$ cat config.mk
export PLATFORM = sky130hd
export DESIGN_NAME = instr_stream_driver
export DESIGN_NICKNAME = d
export VERILOG_FILES = /design/src/rtl/instr_stream_driver_pkg.sv /design/src/rtl/instr_stream_driver_prog_mem.sv /design/src/rtl/instr_stream_driver.sv
export SDC_FILE = /design/constraint.sdc
export NUM_CORES = 1
export LEC_CHECK = 0
export ABC_AREA = 1
export BUFFER_PORTS_ARGS = -buffer_cell sky130_fd_sc_hd__buf_2
export CAP_MARGIN = 15
export CELL_PAD_IN_SITES_DETAIL_PLACEMENT = 1
export CELL_PAD_IN_SITES_GLOBAL_PLACEMENT = 1
export CORE_UTILIZATION = 40
export DETAILED_ROUTE_END_ITERATION = 16
export PLACE_DENSITY_LB_ADDON = 0.1
export SYNTH_ARGS = -nofsm -noshare
export SYNTH_HDL_FRONTEND = slang
export SYNTH_SLANG_ARGS = --single-unit
$ cat constraint.sdc
create_clock -name clk -period 18.92 [get_ports clk]
set_input_delay 0.946 -clock clk [delete_from_list [all_inputs] [get_ports clk]]
set_output_delay 0.946 -clock clk [all_outputs]
set_load 0.05 [all_outputs]
$ cat src/rtl/instr_stream_driver_pkg.sv
// Shared constants for the instruction-stream driver: idle instruction,
// FSM state encoding and a few RISC-V opcodes used by stimulus code.
package instr_stream_driver_pkg;

    localparam logic [31:0] NOP_INSN_C = 32'h0000_0013;  // ADDI x0,x0,0

    typedef enum logic [1:0] {
        ST_IDLE  = 2'd0,
        ST_ISSUE = 2'd1,
        ST_GAP   = 2'd2,
        ST_DONE  = 2'd3
    } state_e;

    localparam logic [6:0] OPC_OP_IMM = 7'b0010011;
    localparam logic [6:0] OPC_OP     = 7'b0110011;
    localparam logic [6:0] OPC_LOAD   = 7'b0000011;
    localparam logic [6:0] OPC_STORE  = 7'b0100011;

endpackage

$ cat src/rtl/instr_stream_driver_prog_mem.sv
// Program store: DEPTH x XLEN registers, one synchronous write port,
// one combinational read port, async reset of every entry to RST_VAL.
module instr_prog_mem #(
    parameter int              XLEN    = 32,
    parameter int              DEPTH   = 16,
    parameter int              ADDR_W  = 4,
    parameter logic [XLEN-1:0] RST_VAL = '0
) (
    input  logic              clk_i,
    input  logic              rst_i,
    input  logic              we_i,
    input  logic [ADDR_W-1:0] waddr_i,
    input  logic [XLEN-1:0]   wdata_i,
    input  logic [ADDR_W-1:0] raddr_i,
    output logic [XLEN-1:0]   rdata_o
);

    logic [XLEN-1:0] mem_q [DEPTH];

    always_ff @(posedge clk_i or posedge rst_i) begin
        if (rst_i) begin
            for (int i = 0; i < DEPTH; i++) mem_q[i] <= RST_VAL;
        end else if (we_i) begin
            mem_q[waddr_i] <= wdata_i;
        end
    end

    assign rdata_o = mem_q[raddr_i];

endmodule

$ cat src/rtl/instr_stream_driver.sv
// Plays a loaded program into the core's IR port over valid/ready, with
// optional looping, inter-instruction gaps, abort, and issue/stall counters.
module instr_stream_driver
    import instr_stream_driver_pkg::*;
#(
    parameter int              XLEN     = 32,
    parameter int              DEPTH    = 16,
    parameter int              ADDR_W   = 4,
    parameter int              GAP_W    = 4,
    parameter int              CNT_W    = 16,
    parameter logic [XLEN-1:0] NOP_INSN = XLEN'(NOP_INSN_C)
) (
    input  logic              clk,
    input  logic              reset,
    input  logic              load_en,
    input  logic [ADDR_W-1:0] load_addr,
    input  logic [XLEN-1:0]   load_data,
    input  logic              start,
    input  logic              abort,
    input  logic              loop_mode,
    input  logic [ADDR_W:0]   prog_len,
    input  logic [GAP_W-1:0]  gap_cycles,
    output logic [XLEN-1:0]   ir_out,
    output logic              ir_valid,
    input  logic              ir_ready,
    output logic              busy,
    output logic              done,
    output logic [CNT_W-1:0]  issued_count,
    output logic [CNT_W-1:0]  stall_count
);

    localparam logic [ADDR_W:0] DEPTH_L = (ADDR_W+1)'(DEPTH);

    state_e            state_q;
    logic [ADDR_W-1:0] pc_q;
    logic [GAP_W-1:0]  gap_q;
    logic [ADDR_W:0]   len_q;
    logic              loop_q;
    logic [GAP_W-1:0]  gapcfg_q;
    logic [XLEN-1:0]   ir_out_q;
    logic              ir_valid_q;
    logic              busy_q;
    logic              done_q;
    logic [CNT_W-1:0]  issued_q;
    logic [CNT_W-1:0]  stall_q;

    logic              mem_we;
    logic [ADDR_W-1:0] rd_addr;
    logic [XLEN-1:0]   rd_data;
    logic              last;
    logic [ADDR_W-1:0] pc_nxt;
    logic              hshake;
    logic [ADDR_W:0]   len_d;

    function automatic logic [CNT_W-1:0] sat_inc(input logic [CNT_W-1:0] v);
        return (&v) ? v : v + CNT_W'(1);
    endfunction

    assign mem_we = load_en && (state_q == ST_IDLE || state_q == ST_DONE);
    assign last   = (({1'b0, pc_q} + (ADDR_W+1)'(1)) == len_q);
    assign pc_nxt = last ? '0 : pc_q + ADDR_W'(1);
    assign hshake = ir_valid_q && ir_ready;
    assign len_d  = (prog_len > DEPTH_L) ? DEPTH_L : prog_len;

    // Read address anticipates the word that gets registered into ir_out.
    always_comb begin
        rd_addr = '0;
        if (state_q == ST_ISSUE)    rd_addr = pc_nxt;
        else if (state_q == ST_GAP) rd_addr = pc_q;
    end

    instr_prog_mem #(
        .XLEN   (XLEN),
        .DEPTH  (DEPTH),
        .ADDR_W (ADDR_W),
        .RST_VAL(NOP_INSN)
    ) u_mem (
        .clk_i  (clk),
        .rst_i  (reset),
        .we_i   (mem_we),
        .waddr_i(load_addr),
        .wdata_i(load_data),
        .raddr_i(rd_addr),
        .rdata_o(rd_data)
    );

    always_ff @(posedge clk or posedge reset) begin
        if (reset) begin
            state_q    <= ST_IDLE;
            pc_q       <= '0;
            gap_q      <= '0;
            len_q      <= '0;
            loop_q     <= 1'b0;
            gapcfg_q   <= '0;
            ir_out_q   <= NOP_INSN;
            ir_valid_q <= 1'b0;
            busy_q     <= 1'b0;
            done_q     <= 1'b0;
            issued_q   <= '0;
            stall_q    <= '0;
        end else begin
            case (state_q)
                ST_IDLE, ST_DONE: begin
                    if (start && !(abort && state_q == ST_IDLE)) begin
                        len_q    <= len_d;
                        loop_q   <= loop_mode;
                        gapcfg_q <= gap_cycles;
                        issued_q <= '0;
                        stall_q  <= '0;
                        pc_q     <= '0;
                        if (len_d == '0) begin
                            state_q <= ST_DONE;
                            done_q  <= 1'b1;
                        end else begin
                            state_q    <= ST_ISSUE;
                            ir_out_q   <= rd_data;
                            ir_valid_q <= 1'b1;
                            busy_q     <= 1'b1;
                            done_q     <= 1'b0;
                        end
                    end
                end
                ST_ISSUE: begin
                    if (!ir_ready) stall_q  <= sat_inc(stall_q);
                    if (hshake)    issued_q <= sat_inc(issued_q);
                    if (abort) begin
                        state_q    <= ST_IDLE;
                        ir_out_q   <= NOP_INSN;
                        ir_valid_q <= 1'b0;
                        busy_q     <= 1'b0;
                        done_q     <= 1'b0;
                    end else if (hshake) begin
                        if (last && !loop_q) begin
                            state_q    <= ST_DONE;
                            ir_out_q   <= NOP_INSN;
                            ir_valid_q <= 1'b0;
                            busy_q     <= 1'b0;
                            done_q     <= 1'b1;
                        end else begin
                            pc_q <= pc_nxt;
                            if (gapcfg_q == '0) begin
                                ir_out_q <= rd_data;
                            end else begin
                                state_q    <= ST_GAP;
                                gap_q      <= gapcfg_q;
                                ir_out_q   <= NOP_INSN;
                                ir_valid_q <= 1'b0;
                            end
                        end
                    end
                end
                ST_GAP: begin
                    if (abort) begin
                        state_q  <= ST_IDLE;
                        busy_q   <= 1'b0;
                        done_q   <= 1'b0;
                        gap_q    <= '0;
                    end else if (gap_q == GAP_W'(1)) begin
                        state_q    <= ST_ISSUE;
                        gap_q      <= '0;
                        ir_out_q   <= rd_data;
                        ir_valid_q <= 1'b1;
                    end else begin
                        gap_q <= gap_q - GAP_W'(1);
                    end
                end
                default: state_q <= ST_IDLE;
            endcase
        end
    end

    assign ir_out       = ir_out_q;
    assign ir_valid     = ir_valid_q;
    assign busy         = busy_q;
    assign done         = done_q;
    assign issued_count = issued_q;
    assign stall_count  = stall_q;

endmodule

**After elaboration in Yosys (flattened, before gate mapping)**

Cells that the tools add are included.
Widths: inputs -> output; s select.

- Reductions and logical operators: 27
- $lt $le $gt $ge: 4
- Mux-type cells: 67
- Add/subtract/negate cells: 5
- Equal/unequal tests: 21
- Bitwise operators: 2

Operators by type and width:

| operator | number |
|---|---|
| $bwmux 512 | 1 |
| $mux 32 | 11 |
| $bmux 32 s4 | 1 |
| $demux 32 s4 | 1 |
| $pmux 32 s3 | 1 |
| $mux 16 | 5 |
| $pmux 16 s2 | 2 |
| $mux 4 | 13 |
| $add 16x1->16 const B | 2 |
| $reduce_and 16->1 | 2 |
| $ne 2x2->1 const B | 11 |
| $reduce_and 5->1 | 4 |
| $mux 1 | 17 |
| $mux 2 | 8 |
| $pmux 4 s2 | 2 |
| $reduce_and 4->1 | 4 |
| $ge 5x5->1 const B | 2 |
| $not 4->5 | 2 |
| $pmux 1 s3 | 3 |
| $logic_and 1x1->1 | 6 |
| $ne 3x2->1 const B | 2 |
| $pmux 2 s3 | 1 |
| $reduce_and 6->1 | 1 |
| $add 4x1->5 const B | 1 |
| other kinds (20) | 23 |

- Flip-flop bits (word level): 599
- Input bits: 52
- Word-level logic and storage cells: 154
- Output and inout bits: 67

**Logic depth before layout (Yosys ltp)**

- Depth after elaboration: 13
- Mapped depth: 18

**Modules after synthesis**

Synthesis repeated with hierarchy kept, for this count alone.

- Cell total of the unflattened synthesis: 3,957
- Area, all modules: 29,653.4 um^2

By module, submodules not included:

| module | times used | cells each | area an instance (um^2) |
|---|---|---|---|
| instr_prog_mem | 1 | 3,290 | 24,627.4 |
| instr_stream_driver | 1 | 667 | 5,026.1 |

**Worst setup path after synthesis**

OpenSTA, ideal clock, no wires.

- Kind: input port to flip-flop
- Start: in start
- End: reg stall_q[12], in the netlist stall_count[12]
- Arrival: 2.364 ns
- Library setup time: 0.123 ns
- Stages: 11
- Path buffers: 1
- Slack: 16.432 ns
- Cells stage by stage: a21boi_2 -> nand2_1 -> o21ai_0 -> nand3_1 -> clkbuf_1 -> nor2_1 -> nand2_1 -> nor3b_1 -> nand2_1 -> o21ai_0 -> a21oi_1

- Longest elaborated chain between the ends: 3

RTL lines:

| what | line | source |
|---|---|---|
| start, declared | instr_stream_driver.sv:18 | `input logic start,` |
| $logic_and 1x1->1 | instr_stream_driver.sv:104 | `if (start && !(abort && state_q == ST_IDLE)) begin` |
| $ne 2x2->1 (no line) | - |  |
| $reduce_and 4->1 (no line) | - |  |
| end signal, assigned | instr_stream_driver.sv:124 | `if (!ir_ready) stall_q <= sat_inc(stall_q);` |
| end, declared | instr_stream_driver.sv:45 | `logic [CNT_W-1:0] stall_q;` |

Every way passes these cells.
A chain may end at the register's enable or synchronous reset.

**Final worst setup path**

- Start: reg pc_q[0]
- End: reg ir_out_q[13], in the netlist ir_out[13]

- Longest elaborated chain between the ends: 13
- Elaborated cells between the ends (all ways): 20

RTL lines:

| what | line | source |
|---|---|---|
| start, declared | instr_stream_driver.sv:35 | `logic [ADDR_W-1:0] pc_q;` |
| start signal, assigned | instr_stream_driver.sv:140 | `pc_q <= pc_nxt;` |
| $add 4x1->5 | instr_stream_driver.sv:60 | `assign last = (({1'b0, pc_q} + (ADDR_W+1)'(1)) == len_q);` |
| $eq 5x5->1 | instr_stream_driver.sv:60 |  |
| $mux 4 | instr_stream_driver.sv:61 | `assign pc_nxt = last ? '0 : pc_q + ADDR_W'(1);` |
| $mux 4 | instr_stream_driver.sv:68 | `if (state_q == ST_ISSUE) rd_addr = pc_nxt;` |
| $not 4->5 (not written as such) | instr_stream_driver_prog_mem.sv:28 | `assign rdata_o = mem_q[raddr_i];` |
| $bmux 32 s4 | instr_stream_driver_prog_mem.sv:28 |  |
| $mux 32 (not written as such) (2 in series) | instr_stream_driver_prog_mem.sv:28 |  |
| $mux 32 | instr_stream_driver.sv:141 | `if (gapcfg_q == '0) begin` |
| $mux 32 | instr_stream_driver.sv:133 | `if (last && !loop_q) begin` |
| $mux 32 | instr_stream_driver.sv:132 | `end else if (hshake) begin` |
| $mux 32 | instr_stream_driver.sv:126 | `if (abort) begin` |
| $pmux 32 s3 * | instr_stream_driver.sv:102 | `case (state_q)` |
| end signal, assigned | instr_stream_driver.sv:116 | `ir_out_q <= rd_data;` |
| end signal, assigned | instr_stream_driver.sv:142 | `ir_out_q <= rd_data;` |
| end signal, assigned | instr_stream_driver.sv:161 | `ir_out_q <= rd_data;` |
| end, declared | instr_stream_driver.sv:40 | `logic [XLEN-1:0] ir_out_q;` |

Mark *: on every way between the ends. The rest lies on a longest branch, timed or not. The select of a mux whose other input is x is not followed.

==> out/results.env <==
POSTCTSRESIZEDCELLS=0
GRT_MAX_DEGREE=171
CTS-HTREE-LEVELS=3
PIN_COUNT=119
MAX_CLOCK_FREQ_MHz=204
WORSTPATHREQUIRED_PS=19460
FINAL_CELL_MIX='sky130_fd_sc_hd__nand2_1, sky130_fd_sc_hd__nand3_1, sky130_fd_sc_hd__o21ai_0, sky130_fd_sc_hd__dfrtp_1, sky130_fd_sc_hd__inv_1'
FINAL_HOLD_SLACK_PS=463
GRT_FIRST_PASS_WIRELENGTH_UM=149000
DRTPASS1ITERATIONS=5
TIMING.FINAL.CRIT_SHARE_PCT=25.9
NUMBER_OF_ANTENNA_VIOLATIONS_AT_THE_FIRST_CHECK_IN_GLOBAL_ROUTING=0
DESIGN.CORE.AREA_SQ_UM=67600
TIMING.CRITICAL_PATH.FROM_TYPE='flop'
FINAL_CELL_AREA_SQ_UM=30700
R2R.WORST_PATH.CELLS=15
SYN_NETS=3450
FIN_WORST_SKEW_PS=18.9
GRT_USAGE_PCT=27.3
SYNTHDISTINCTLIBCELLS=40
HP-CLASS='input pin to asynchronous set/reset pin'
CRITICAL_PATH.MAX_FANOUT=98
STATUS='finished clean'
GRT_OVERFLOW=0
REMAINING_MAX_SLEW_BUDGET_AT_THE_TIGHTEST_PIN_PCT=25.6
REGTOREGENDPOINT='ir_out[13]$_DFFE_PP0P_'
SYNTH_SEQ_CELLS=599
CRITICAL_PATH_CLASS='flop to flop'
SYNTH_LARGEST_TYPE_AREA_FRACTION_PCT=49.9
CTS_SETUP_BUFFERS=0
SYNTH_TOP_CELLS_BY_AREA='sky130_fd_sc_hd__dfrtp_1, sky130_fd_sc_hd__nand2_1, sky130_fd_sc_hd__nand3_1'
IRDROPWORSTVDD_uV=110
YS_SEQ_AREA_SHARE_PCT=54.8
ROUTE.DETAILED.WL_PER_INST_UM=21.9
ANTENNA_LEFT=0
TIMING.CRITICAL_PATH.TO_TYPE='flop'
CLKSLEWWORSTSETUPHOLDPATHS_PS=60
VIAS=24100
PLACEDINSTANCEAREA_SQ_UM=28500
SETUP-TNS-FINAL_PS=0
FLOORPLAN.INITIALDENSITY_PCT=40.6
REGTOREGSETUPSLACK_PS=14020
FINALMAXSLEWVIOLATIONS=0
RR_STARTPOINT='pc_q[0]$_DFFE_PP0P_'
SYNTH.CELL_AREA_SQ_UM=27500
GP_CONGESTION=0.818
DRC_ERRORS=0
AREA_GROWTH_SYN_TO_LAYOUT_PCT=11.7
SEQUENTIAL_CELL_AREA_SQ_UM=15100
DIEWIDTH_UM=264
POST_CTS_HOLD_BUFFER_COUNT=0
SYN-INSTANCE-COUNT=3390
LAYOUT_COMMONEST_CELL='sky130_fd_sc_hd__nand2_1'
LAYOUT-DRIVE-GT1-SHARE_PCT=9.82
WORSTPATHARRIVAL_PS=5440
TIMING.FINAL.CRIT_PERIOD_PS=4900
FINAL-SETUP-VIOL-COUNT=0
RSZ0062_AT_GRT='no'
TRITONCTS.NUM_BUFFERS=70
MULTI_INPUT_AREA_SQ_UM=10900
CTS_ROOT_BUFFER='sky130_fd_sc_hd__clkbuf_16'
ROWS=95
VIA_PER_INST=5.61
TRITONCTS_NUM_SINKS=599
CLK_LATENCY_PS=600
NUMPORTBUFFERS=118
MAX_CAP_VIOL_COUNT=0
DIE_H_UM=264
FILLER_CELL_COUNT=8042
DETAILEDROUTE.FIRSTITERATIONVIOLATIONS=2030
POWER_PER_CELL_AREA_nW_PER_UM2=199
YOSYSWARNINGS=0
WORST_PIN_SLEW_PS=1120
HPWL_REPORTED_AT_THE_END_OF_DETAILED_PLACEMENT_UM=51000
COUNT_OF_ENDPOINTS_FAILING_HOLD_IN_THE_FINAL_TIMING_REPORT=0
LARGEST_AREA_CONTRIBUTOR_IN_THE_SYNTHESIZED_NETLIST='sky130_fd_sc_hd__dfrtp_1'
LEAKAGE_uW=0.0142
CTS_TREE='done'
ROUTED_WL_UM=93800
CLOCK_TREE.BUFFER_DEPTH=3
DIE_AREA_SQ_UM=69800
INSERTEDDIODECOUNT=0
COUNT_OF_NETS_AFTER_FINISHING=3422
GRT_PASS1_VIAS=25100
SYN-MEAN-INSTANCE-AREA_SQ_UM=8.11
## state kept, by name, summed over array words and instances, names as in the netlist, 2 cells and up
name	flops
gap_q	4
gapcfg_q	4
ir_out	32
issued_count	16
len_q	5
pc_q	4
stall_count	16
state_q	2
u_mem.mem_q	512
## synthesized netlist by cell type, drive strengths merged
master and count:
a31o 1, nand4 11, ha 8, nand3b 13, o21a 3, nand3 583
clkinv 1, a21boi 1, a32o 1, o21ai 556, a31oi 4, a211oi 1
nor3 14, nor3b 3, nand2 1100, a21oi 24, nor4 7, clkbuf 162
dfrtp 548, inv 151, o22ai 6, nor2 42, o31ai 2, dfstp 51
xnor2 1, a41oi 1, buf 90, xor2 3, and3 2
## worst max path at each step
stage,start,end,slack [ps],depth (start not counted)
floorplan,reset,busy$_DFFE_PP0P_,1290,1
global placement,pc_q[0]$_DFFE_PP0P_,ir_out[25]$_DFFE_PP0P_,14130,15
detailed placement,pc_q[0]$_DFFE_PP0P_,ir_out[23]$_DFFE_PP0P_,14050,15
CTS,pc_q[0]$_DFFE_PP0P_,ir_out[25]$_DFFE_PP0P_,14040,15
global route,pc_q[0]$_DFFE_PP0P_,ir_out[13]$_DFFE_PP0P_,13650,17
finish,pc_q[0]$_DFFE_PP0P_,ir_out[13]$_DFFE_PP0P_,14020,15
## per-layer routing
layer | part of all wire, % | track usage [%]
met1 | 48 | 39.6
met2 | 45 | 43.3
met3 | 4.7 | 2.92
met4 | 2.1 | 7.46
met5 | 0 | 0
## cells by family after synthesis
group	Yosys count	share of synthesized area, %
adders and majority gates	8	0.364
AOI/OAI and AO/OA	600	11.2
xor gates and xnor gates	4	0.127
buffers and inverters	404	6.13
DFF	599	54.8
and+or+nand+nor	1775	27.5
## worst max-delay path, stage by stage, from the launching register on
cell,delay [ps]
sky130_fd_sc_hd__dfrtp_1,510
sky130_fd_sc_hd__ha_1,400
sky130_fd_sc_hd__nor2_1,140
sky130_fd_sc_hd__o21ai_0,90
sky130_fd_sc_hd__nor2_1,110
sky130_fd_sc_hd__nand3_2,160
sky130_fd_sc_hd__nand2_4,460
sky130_fd_sc_hd__nand2_8,580
sky130_fd_sc_hd__inv_8,710
sky130_fd_sc_hd__buf_4,800
sky130_fd_sc_hd__nand2_1,130
sky130_fd_sc_hd__nand3_1,120
sky130_fd_sc_hd__nand3_1,90
sky130_fd_sc_hd__nand3_1,120
sky130_fd_sc_hd__nand3_1,80
sky130_fd_sc_hd__nand2_1,90
## report_power, final
group	switching [uW]	total, uW	internal (uW)
Clock	544	1340	794
Sequential	324	2190	1870
Combinational	1830	2590	761
## area by class of cell
class                      instances  area share [%]
sequential                       599            49.0
multi-input combinational       2387            35.4
clock buffer                     111            6.90
tap                              873            3.56
timing repair buffer             152            2.80
inverter                         152            1.91
clock inverter                    11           0.403
## through the flow
step	setup WS, ps	total power, uW	instances	utilization [%]
2_1_floorplan	1290	4010	3390	-
3_3_place_gp	14130	4700	4163	42.1
3_5_place_dp	14050	4800	4163	42.1
4_1_cts	14040	6170	4285	45.4
5_1_grt	13650	6580	4285	45.4
6_report	14020	6120	4285	45.4
No activity file was read; power rests on OpenSTA's default activity.
